**config.mk**
```make
export PLATFORM = sky130hd
export DESIGN_NAME = fsr_fill_seq
export DESIGN_NICKNAME = d
export VERILOG_FILES = /design/src/rtl/fsr_fill_seq.sv
export SDC_FILE = /design/constraint.sdc
export NUM_CORES = 1
export LEC_CHECK = 0
export BUFFER_PORTS_ARGS = -buffer_cell sky130_fd_sc_hd__buf_4
export CAP_MARGIN = 20
export CORE_AREA = 2 2 56 58
export CTS_BUF_LIST = sky130_fd_sc_hd__clkbuf_8
export DETAILED_ROUTE_END_ITERATION = 8
export DIE_AREA = 0 0 58 60
export MAX_ROUTING_LAYER = met4
export PLACE_DENSITY_LB_ADDON = 0.25
export SYNTH_ARGS = -nofsm -noshare
export SYNTH_HDL_FRONTEND = slang
export SYNTH_SLANG_ARGS = --single-unit
```
**constraint.sdc**
```tcl
create_clock -name clock_i -period 2.4 [get_ports clock_i]
set_clock_uncertainty 0.2 [all_clocks]
set_input_delay 0.24 -clock clock_i [delete_from_list [all_inputs] [get_ports clock_i]]
set_output_delay 0.24 -clock clock_i [all_outputs]
set_load 0.005 [all_outputs]
```
**src/rtl/fsr_fill_seq.sv**
```systemverilog
// fsr_fill_seq: fills a block of file registers via FSR/INDF over the shared bus.
// Define FSR_FILL_RESTORE_EN to save and restore the program-visible FSR around a fill.
module fsr_fill_seq #(
    parameter int ADDR_W = 5,
    parameter int LEN_W  = 6
) (
    input  logic              clock_i,
    input  logic              reset_n_i,
    input  logic              start_i,
    input  logic [ADDR_W-1:0] base_addr_i,
    input  logic [LEN_W-1:0]  length_i,
    input  logic [7:0]        fill_value_i,
    output logic              bus_req_o,
    input  logic              bus_gnt_i,
    output logic              bus_drive_en_o,
    output logic [7:0]        bus_data_out_o,
    input  logic [7:0]        bus_data_in_i,
    output logic              fsr_write_en_o,
    output logic              fsr_out_en_o,
    input  logic [ADDR_W-1:0] fsr_in_i,
    output logic              indf_write_en_o,
    output logic              busy_o,
    output logic              done_o,
    output logic              error_o
);
    typedef enum logic [2:0] {
        IDLE, REQ, LOAD, WRITE, DONE
`ifdef FSR_FILL_RESTORE_EN
        , SAVE, RESTORE
`endif
    } state_t;

`ifdef FSR_FILL_RESTORE_EN
    localparam state_t GRANTED = SAVE;
    localparam state_t FINAL   = RESTORE;
`else
    localparam state_t GRANTED = LOAD;
    localparam state_t FINAL   = DONE;
`endif

    state_t            state_q;
    logic [ADDR_W-1:0] cur_addr_q;
    logic [LEN_W-1:0]  remaining_q;
    logic [7:0]        fill_q;
    logic              error_q;
    logic              match;
    logic              save_st;
    logic              restore_st;
    logic [7:0]        saved_w;

`ifdef FSR_FILL_RESTORE_EN
    logic [7:0] saved_q;
    assign save_st    = state_q == SAVE;
    assign restore_st = state_q == RESTORE;
    assign saved_w    = saved_q;
`else
    logic unused_bus_in;
    assign unused_bus_in = ^bus_data_in_i;
    assign save_st       = 1'b0;
    assign restore_st    = 1'b0;
    assign saved_w       = '0;
`endif

    assign match = fsr_in_i == cur_addr_q;

    always_ff @(posedge clock_i or negedge reset_n_i) begin
        if (!reset_n_i) begin
            state_q     <= IDLE;
            cur_addr_q  <= '0;
            remaining_q <= '0;
            fill_q      <= '0;
            error_q     <= 1'b0;
`ifdef FSR_FILL_RESTORE_EN
            saved_q     <= '0;
`endif
        end else begin
            case (state_q)
                IDLE: if (start_i) begin
                    cur_addr_q  <= base_addr_i;
                    remaining_q <= length_i;
                    fill_q      <= fill_value_i;
                    error_q     <= 1'b0;
                    state_q     <= (length_i == '0) ? DONE : REQ;
                end
                REQ: if (bus_gnt_i) state_q <= GRANTED;
`ifdef FSR_FILL_RESTORE_EN
                SAVE: if (bus_gnt_i) begin
                    saved_q <= bus_data_in_i;
                    state_q <= LOAD;
                end
                RESTORE: if (bus_gnt_i) state_q <= DONE;
`endif
                LOAD: if (bus_gnt_i) state_q <= WRITE;
                // An FSR that does not hold the address just loaded aborts the fill.
                WRITE: if (bus_gnt_i) begin
                    if (!match) begin
                        error_q <= 1'b1;
                        state_q <= FINAL;
                    end else begin
                        remaining_q <= remaining_q - LEN_W'(1);
                        cur_addr_q  <= cur_addr_q + ADDR_W'(1);
                        state_q     <= (remaining_q == LEN_W'(1)) ? FINAL : LOAD;
                    end
                end
                DONE: state_q <= IDLE;
                default: state_q <= IDLE;
            endcase
        end
    end

    // Every enable is qualified by the live grant so the bus is released the cycle it is taken away.
    assign bus_req_o       = state_q != IDLE && state_q != DONE;
    assign busy_o          = bus_req_o;
    assign done_o          = state_q == DONE;
    assign error_o         = error_q;
    assign fsr_write_en_o  = bus_gnt_i && (state_q == LOAD || restore_st);
    assign indf_write_en_o = bus_gnt_i && state_q == WRITE && match;
    assign fsr_out_en_o    = bus_gnt_i && save_st;
    assign bus_drive_en_o  = fsr_write_en_o || indf_write_en_o;
    assign bus_data_out_o  = !bus_drive_en_o ? '0 :
                             state_q == WRITE ? fill_q :
                             state_q == LOAD ? {{(8-ADDR_W){1'b0}}, cur_addr_q} : saved_w;
endmodule

```
==> results of run 1 <==
==> state kept, by name, summed over array words and instances (netlist names) <==
signal and count:
state_q 3, error_o 1, cur_addr_q 5, fill_q 8, remaining_q 6
==> worst max-delay path, delay by kind of cell, from the launching register on <==
family,cells,cell delay (ns)
simple gates,3,0.49
flops,1,0.46
compound gates,1,0.27
buf+inv,2,0.19
xor+xnor,1,0.18
==> cell families (layout without fill, tap and decap cells) <==
family / count (synthesis) / in the layout / share of synthesized area, %
DFF: 23 / 23 / 40.5
other: 1 / 1 / 0.264
and+or+nand+nor: 58 / 58 / 22.7
buffers and inverters: 15 / 62 / 5.45
AOI/OAI and AO/OA: 35 / 35 / 14.3
muxes: 14 / 14 / 10.6
adders and majority gates: 3 / 3 / 2.64
xor gates and xnor gates: 5 / 5 / 3.61
==> timing repair <==
item | in CTS | in global routing
gates resized for setup | 0 | 2
hold buffers | 4 | 2
setup endpoints to repair | 0 | 3
endpoints found under the hold margin | 26 | 2
==> routing by layer <==
layer / global-route usage [%] / up-vias
li1: - / 630
met1: 23.2 / 586
met2: 35.9 / 37
met3: 3.68 / 8
met4: 10.3 / 0
met5: - / -
==> Yosys cell counts (all sizes together), types with 2 or more instances <==
master / count
a21oi: 15
a31oi: 2
and2: 3
and3: 3
buf: 9
dfrtp: 23
ha: 3
inv: 6
mux2: 8
mux2i: 6
nand2: 12
nand2b: 3
nand3: 7
nor2: 16
nor3: 2
nor3b: 3
o21ai: 9
or3: 3
xnor2: 5
==> final timing paths <==
check / to / cells past startpoint / startpoint
setup / recovery: bus_data_out_o[6] / 7 / cur_addr_q[0]
hold / removal: fill_q[4] / 2 / fill_value_i[4]
setup reg to reg: cur_addr_q[0] / 6 / state_q[0]
hold reg to reg: fill_q[6] / 1 / fill_q[6]
max in group asynchronous: cur_addr_q[0] / 2 / reset_n_i
min in group asynchronous: fill_q[0] / 2 / reset_n_i
==> cells in the final DEF, fill, tap and decap left out, drive strengths merged, types with 5 or more instances in the layout <==
cell / count
a21oi: 15
buf: 46
dfrtp: 23
dlygate4sd3: 6
inv: 7
mux2: 8
mux2i: 6
nand2: 12
nand3: 7
nor2: 16
o21ai: 9
xnor2: 5
==> final cells by class <==
class	count	area [um2]
clock buffers	3	41.3
fillers	241	1040
flip-flops and latches	23	578
multi-input cells	116	769
well taps	33	41.3
clock inverters	1	3.75
inverters	6	22.5
repair buffers	52	405
==> power groups by stage <==
stage               clock network [mW]  logic [mW]  registers [mW]
CTS                              0.248        1.02           0.771
finish                           0.245        1.02           0.773
detailed placement                   0        1.01           0.781
global route                     0.264        1.13           0.804
floorplan                            0       0.766           0.724
global placement                     0       0.975           0.769
==> stage by stage <==
step / hold slack, ns / utilization [%] / cells
2_1_floorplan: -0.256 / - / 154
4_1_cts: 0.00154 / 63.4 / 232
3_3_place_gp: -0.0489 / 60.4 / 224
5_1_grt: 0.00474 / 64.1 / 234
3_5_place_dp: -0.0441 / 60.4 / 224
6_report: 0.00252 / 64.1 / 234
==> results.md, run 1 <==
- Met2 wire len: 1.67 mm
- Final Cycle Share: 95.8%
- Final instance area: 0.00186 mm2
- Vias in the first global route: 1233
- Grt ovf: 0
- Count of final hold-check violations: 0
- Worst-path cell chain: xnor2_1 -> nand3_1 -> nand3b_4 -> a21o_2 -> inv_2 -> and3_1 -> buf_4
- Core ar.: 0.00290 mm2
- Internal: 1.22 mW
- CTS Buf Count: 3
- Routed len/inst: 14.0 um
- Clock Tree Root: clkbuf_8
- Antenna violations before repair: 0
- P_leak: 0.867 nW
- Max FO, Critical Path: 6
- Crit-path slowest cell: dfrtp_2
- IR drop worst, VDD: 0.804 mV
- GPL Wtd Cong: 0.823
- Routed wl met3: 161 um
- Final nets: 241
- Required time of the worst setup path: 1.96 ns
- Die Ht: 60 um
- Asr flop ratio synth: 100%
- Bufs on Longest Clock Path: 2
- Post-CTS Setup Inserts: 0
- Register share of total power: 37.9%
- # IOs: 52
- Kind of critical path: register to output pin
- Ys Warns: 0
- PwrDens: 1100 mW/mm2
- Top FF cell, synth: dfrtp_1
- Critical Path Start Type: register
- RSZ-0062 raised after global routing: false
- Total design power: 2.04 mW
- Synth unique cells: 41
- Syn_area_per_cell: 9.24 um2
- DR top layer: met4
- Vias per cell: 5.39
- Post-Syn Area: 0.00142 mm2
- DP Worst Slack: 0.362 ns
- Remaining DRCs: 0
- # setup viols final: 0
- FP Rows: 20
- Dpl cell area: 0.00175 mm2
- Seq/Total Area, Yosys: 40.5%
- First-pass DRT Iterations: 4
- DIE AREA: 0.00348 mm2
- EDFF count, synth: 0
- Fmax: 435 MHz
- DIE WIDTH: 58 um
- Final worst slack: 0.101 ns
- Setup slack, reg-to-reg: 0.52 ns
- M1 WL: 1.37 mm
- Drt total wl: 3.28 mm
- PortBufs: 42
- Yosys reg bits: 23
- Antenna diode count: 0
- Largest cells by area after synthesis: dfrtp_1 40%, mux2_2 6.3%, a21oi_1 5.3%
- Clk network pwr share: 12.0%
- WP data arrival: 1.86 ns
- Hold crit path type: input port to register
- Final Max Slew Viols: 0
- Proportion of layout cells with a drive suffix above 1: 33.8%
- Status: finished, final reports clean
- Sw Ratio: 40.4%
- Pin count of the biggest net entering global routing: 25
- Crit end category: output pin
- Sw Pwr: 0.823 mW
- Comb pwr share: 50.1%
- Global-route usage over all layers: 20.8%
- Max-cap check violation count: 0
- Detailed placement HPWL: 2.42 mm
- Clock-pin slew on the worst setup and hold paths: 0.09 ns
- Initial Utilization: 49.0%
- Worst-Skew Late Latency: 0.26 ns
- Mapped Cells: 154
- Yosys top cell by area: dfrtp_1
- H-tree levels: 1
- Synth-to-Final Area Change: 30.9%
- DRT iter0 DRCs: 26
- Post-synth net total: 193
- First-pass GRT wire length: 5.29 mm
- Sum Neg Setup Slack: 0 ns
- CP max stage delay: 0.46 ns
- Yosys top cell area share: 40.5%
- Final ANT Viol Nets: 0
- Fin crit period: 2.30 ns
- CTS sink cnt: 23
- Vias: 1261
- TritonCTS clock tree: yes
Note: power is estimated with default switching activity, not from simulation.
==> run 2: changes to the inputs <==
==> constraint.sdc (replaced) <==
create_clock -name clock_i -period 2.5 [get_ports clock_i]
set_clock_uncertainty 0.2 [all_clocks]
set_input_delay 0.25 -clock clock_i [delete_from_list [all_inputs] [get_ports clock_i]]
set_output_delay 0.25 -clock clock_i [all_outputs]
set_load 0.005 [all_outputs]
==> run 2 against run 1 <==
  * Largest power group unchanged
  * Global-route usage rose by 0.20 points
  * Clock-buffer cell count did not move
  * Register-to-register slack got worse by 0.16 ns
  * Combinational power fell by 9%
  * Utilization fell by 1.9 points
  * Sequential power fell by 0.6%
  * Die area did not move
  * Routed wire length fell by 1.5%
  * Critical path depth did not move
  * Sequential share of layout area rose by 0.83 points
==> results.md, run 2 (synthesis gave the netlist of run 1 again) <==
- Bufs on Longest Clock Path: 2 (unchanged)
- Proportion of layout cells with a drive suffix above 1: 33.3% (was 33.8%)
- Final nets: 235 (was 241)
- First-pass GRT wire length: 5.37 mm (was 5.29 mm)
- Antenna diode count: 0 (unchanged)
- Pin count of the biggest net entering global routing: 25 (unchanged)
- Clock-pin slew on the worst setup and hold paths: 0.08 ns (was 0.09 ns)
- Worst-Skew Late Latency: 0.27 ns (was 0.26 ns)
- Max-cap check violation count: 0 (unchanged)
- Most flops, register: fill_q (unchanged)
- Final ANT Viol Nets: 0 (unchanged)
- Final instance area: 0.00181 mm2 (was 0.00186 mm2)
- Fin crit period: 2.31 ns
- Initial Utilization: 49.0% (unchanged)
- P_leak: 0.841 nW (was 0.867 nW)
- Post-CTS Setup Inserts: 0 (unchanged)
- Global-route usage over all layers: 21.0% (was 20.8%)
- GPL Wtd Cong: 0.759 (was 0.823)
- Core ar.: 0.00290 mm2 (unchanged)
- Routed len/inst: 14.2 um (was 14.0 um)
- Max reg flops: 8 (unchanged)
- Post-CTS Resized: 0 (unchanged)
- Multi-input logic area: 769 um2 (unchanged)
- Final Cycle Share: 92.3%
- Crit end category: output pin (unchanged)
- PwrDens: 1070 mW/mm2 (was 1100 mW/mm2)
- Commonest non-fill, non-tap cell in the layout: buf_4 (unchanged)
- DIE WIDTH: 58 um (unchanged)
- # setup viols final: 0 (unchanged)
- RSZ-0062 raised after global routing: false (unchanged)
- Remaining DRCs: 0 (unchanged)
- Synth-to-Final Area Change: 26.9% (was 30.9%)
- DRT iter0 DRCs: 26 (unchanged)
- Sum Neg Setup Slack: 0 ns (unchanged)
- Die Ht: 60 um (unchanged)
- Required time of the worst setup path: 2.05 ns (was 1.96 ns)
- Detailed placement HPWL: 2.43 mm (was 2.42 mm)
- PortBufs: 42 (unchanged)
- Most frequent cells in the layout: 44 x buf_4, 23 x dfrtp_1, 16 x nor2_1, 15 x a21oi_1, 12 x nand2_1 (was 46 x buf_4, 21 x dfrtp_1, 16 x nor2_1, 15 x a21oi_1, 12 x nand2_1)
- Drt total wl: 3.23 mm (was 3.28 mm)
- First-pass DRT Iterations: 4 (unchanged)
- Hold crit path type: input port to register (unchanged)
- CTS Buf Count: 3 (unchanged)
- TritonCTS clock tree: yes (unchanged)
- Grt ovf: 0 (unchanged)
- DIE AREA: 0.00348 mm2 (unchanged)
- Status: finished, final reports clean (unchanged)
- # hold bufs at CTS: 2 (was 4)
- Critical Path Start Type: register (unchanged)
- Vias: 1253 (was 1261)
- Relative slew slack: 66.3%
- Kind of critical path: register to output pin (unchanged)
- FP Rows: 20 (unchanged)
- Vias per cell: 5.50 (was 5.39)
- H-tree levels: 1 (unchanged)
- Max FO, Critical Path: 6 (unchanged)
- Min Hold Slack: 0.00646 ns (was 0.00252 ns)
- Fmax: 434 MHz
- Dpl cell area: 0.00174 mm2 (was 0.00175 mm2)
- WP data arrival: 1.86 ns (about the same)
- Antenna violations before repair: 0 (unchanged)
- Count of final hold-check violations: 0 (unchanged)
- Top Registers: fill_q: 8 flops, remaining_q: 6 flops, cur_addr_q: 5 flops (unchanged)
- IR drop worst, VDD: 0.681 mV (was 0.804 mV)
- Fill count: 260 (was 241)
- Final Max Slew Viols: 0 (unchanged)
- # IOs: 52 (unchanged)
- Storage element area: 576 um2 (was 578 um2)
- CTS sink cnt: 23 (unchanged)
- Vias in the first global route: 1221 (was 1233)
- Clock Tree Root: clkbuf_8 (unchanged)
- Worst Tran Pin Value: 0.505 ns
[run 2: cell types whose count changed in the layout (fill, tap and decap cells not counted), sizes merged]
cell	delta
inv	-1
dlygate4sd3	-4
clkinv	+1
buf	-2
[run 2: cell type report]
type,count,share of cell area (%)
timing repair buffer,46,19.4
tap,33,2.29
clock inverter,1,0.277
inverter,6,1.25
multi-input combinational,116,42.6
clock buffer,3,2.29
sequential,23,31.9
[run 2: worst max-delay path: stages, from the launching register on]
cell      delay, ns
dfrtp_1        0.45
xnor2_1        0.19
nand3_1        0.14
nand3b_4       0.19
a21o_2         0.27
inv_2          0.08
and3_1         0.16
buf_4          0.10
[run 2: power by group]
part           switching, mW  total, mW  internal [mW]
Sequential             0.211      0.768          0.556
Combinational          0.455      0.929          0.475
Clock                  0.127      0.238          0.112
Total                  0.792       1.93           1.14
[run 2: through the flow]
step / utilization, % / cells / power [mW] / setup slack [ns]
floorplan: - / 154 / 1.43 / 0.710
global placement: 59.9 / 222 / 1.65 / 0.448
detailed placement: 59.9 / 222 / 1.71 / 0.371
CTS: 62.2 / 228 / 1.95 / 0.168
global route: 62.2 / 228 / 2.09 / 0.0470
finish: 62.2 / 228 / 1.93 / 0.194
[run 2: path summary, 6_finish.rpt]
kind,startpoint,to,slack [ns],cells past startpoint
setup / recovery,cur_addr_q[0],bus_data_out_o[7],0.19,7
setup reg to reg,state_q[0],cur_addr_q[0],0.36,6
max in group asynchronous,reset_n_i,state_q[0],1.66,2
hold reg to reg,fill_q[5],fill_q[5],0.31,1
hold / removal,fill_value_i[1],fill_q[1],0.006,2
min in group asynchronous,reset_n_i,fill_q[1],0.20,2
[run 2: per-layer routing]
layer | vias up | GRT usage (%) | share of wire, %
li1 | 617 | - | -
met4 | 0 | 7.97 | 1.5
met5 | - | - | 0
met1 | 599 | 24.3 | 41
met2 | 32 | 36.7 | 52
met3 | 5 | 3.25 | 4.9
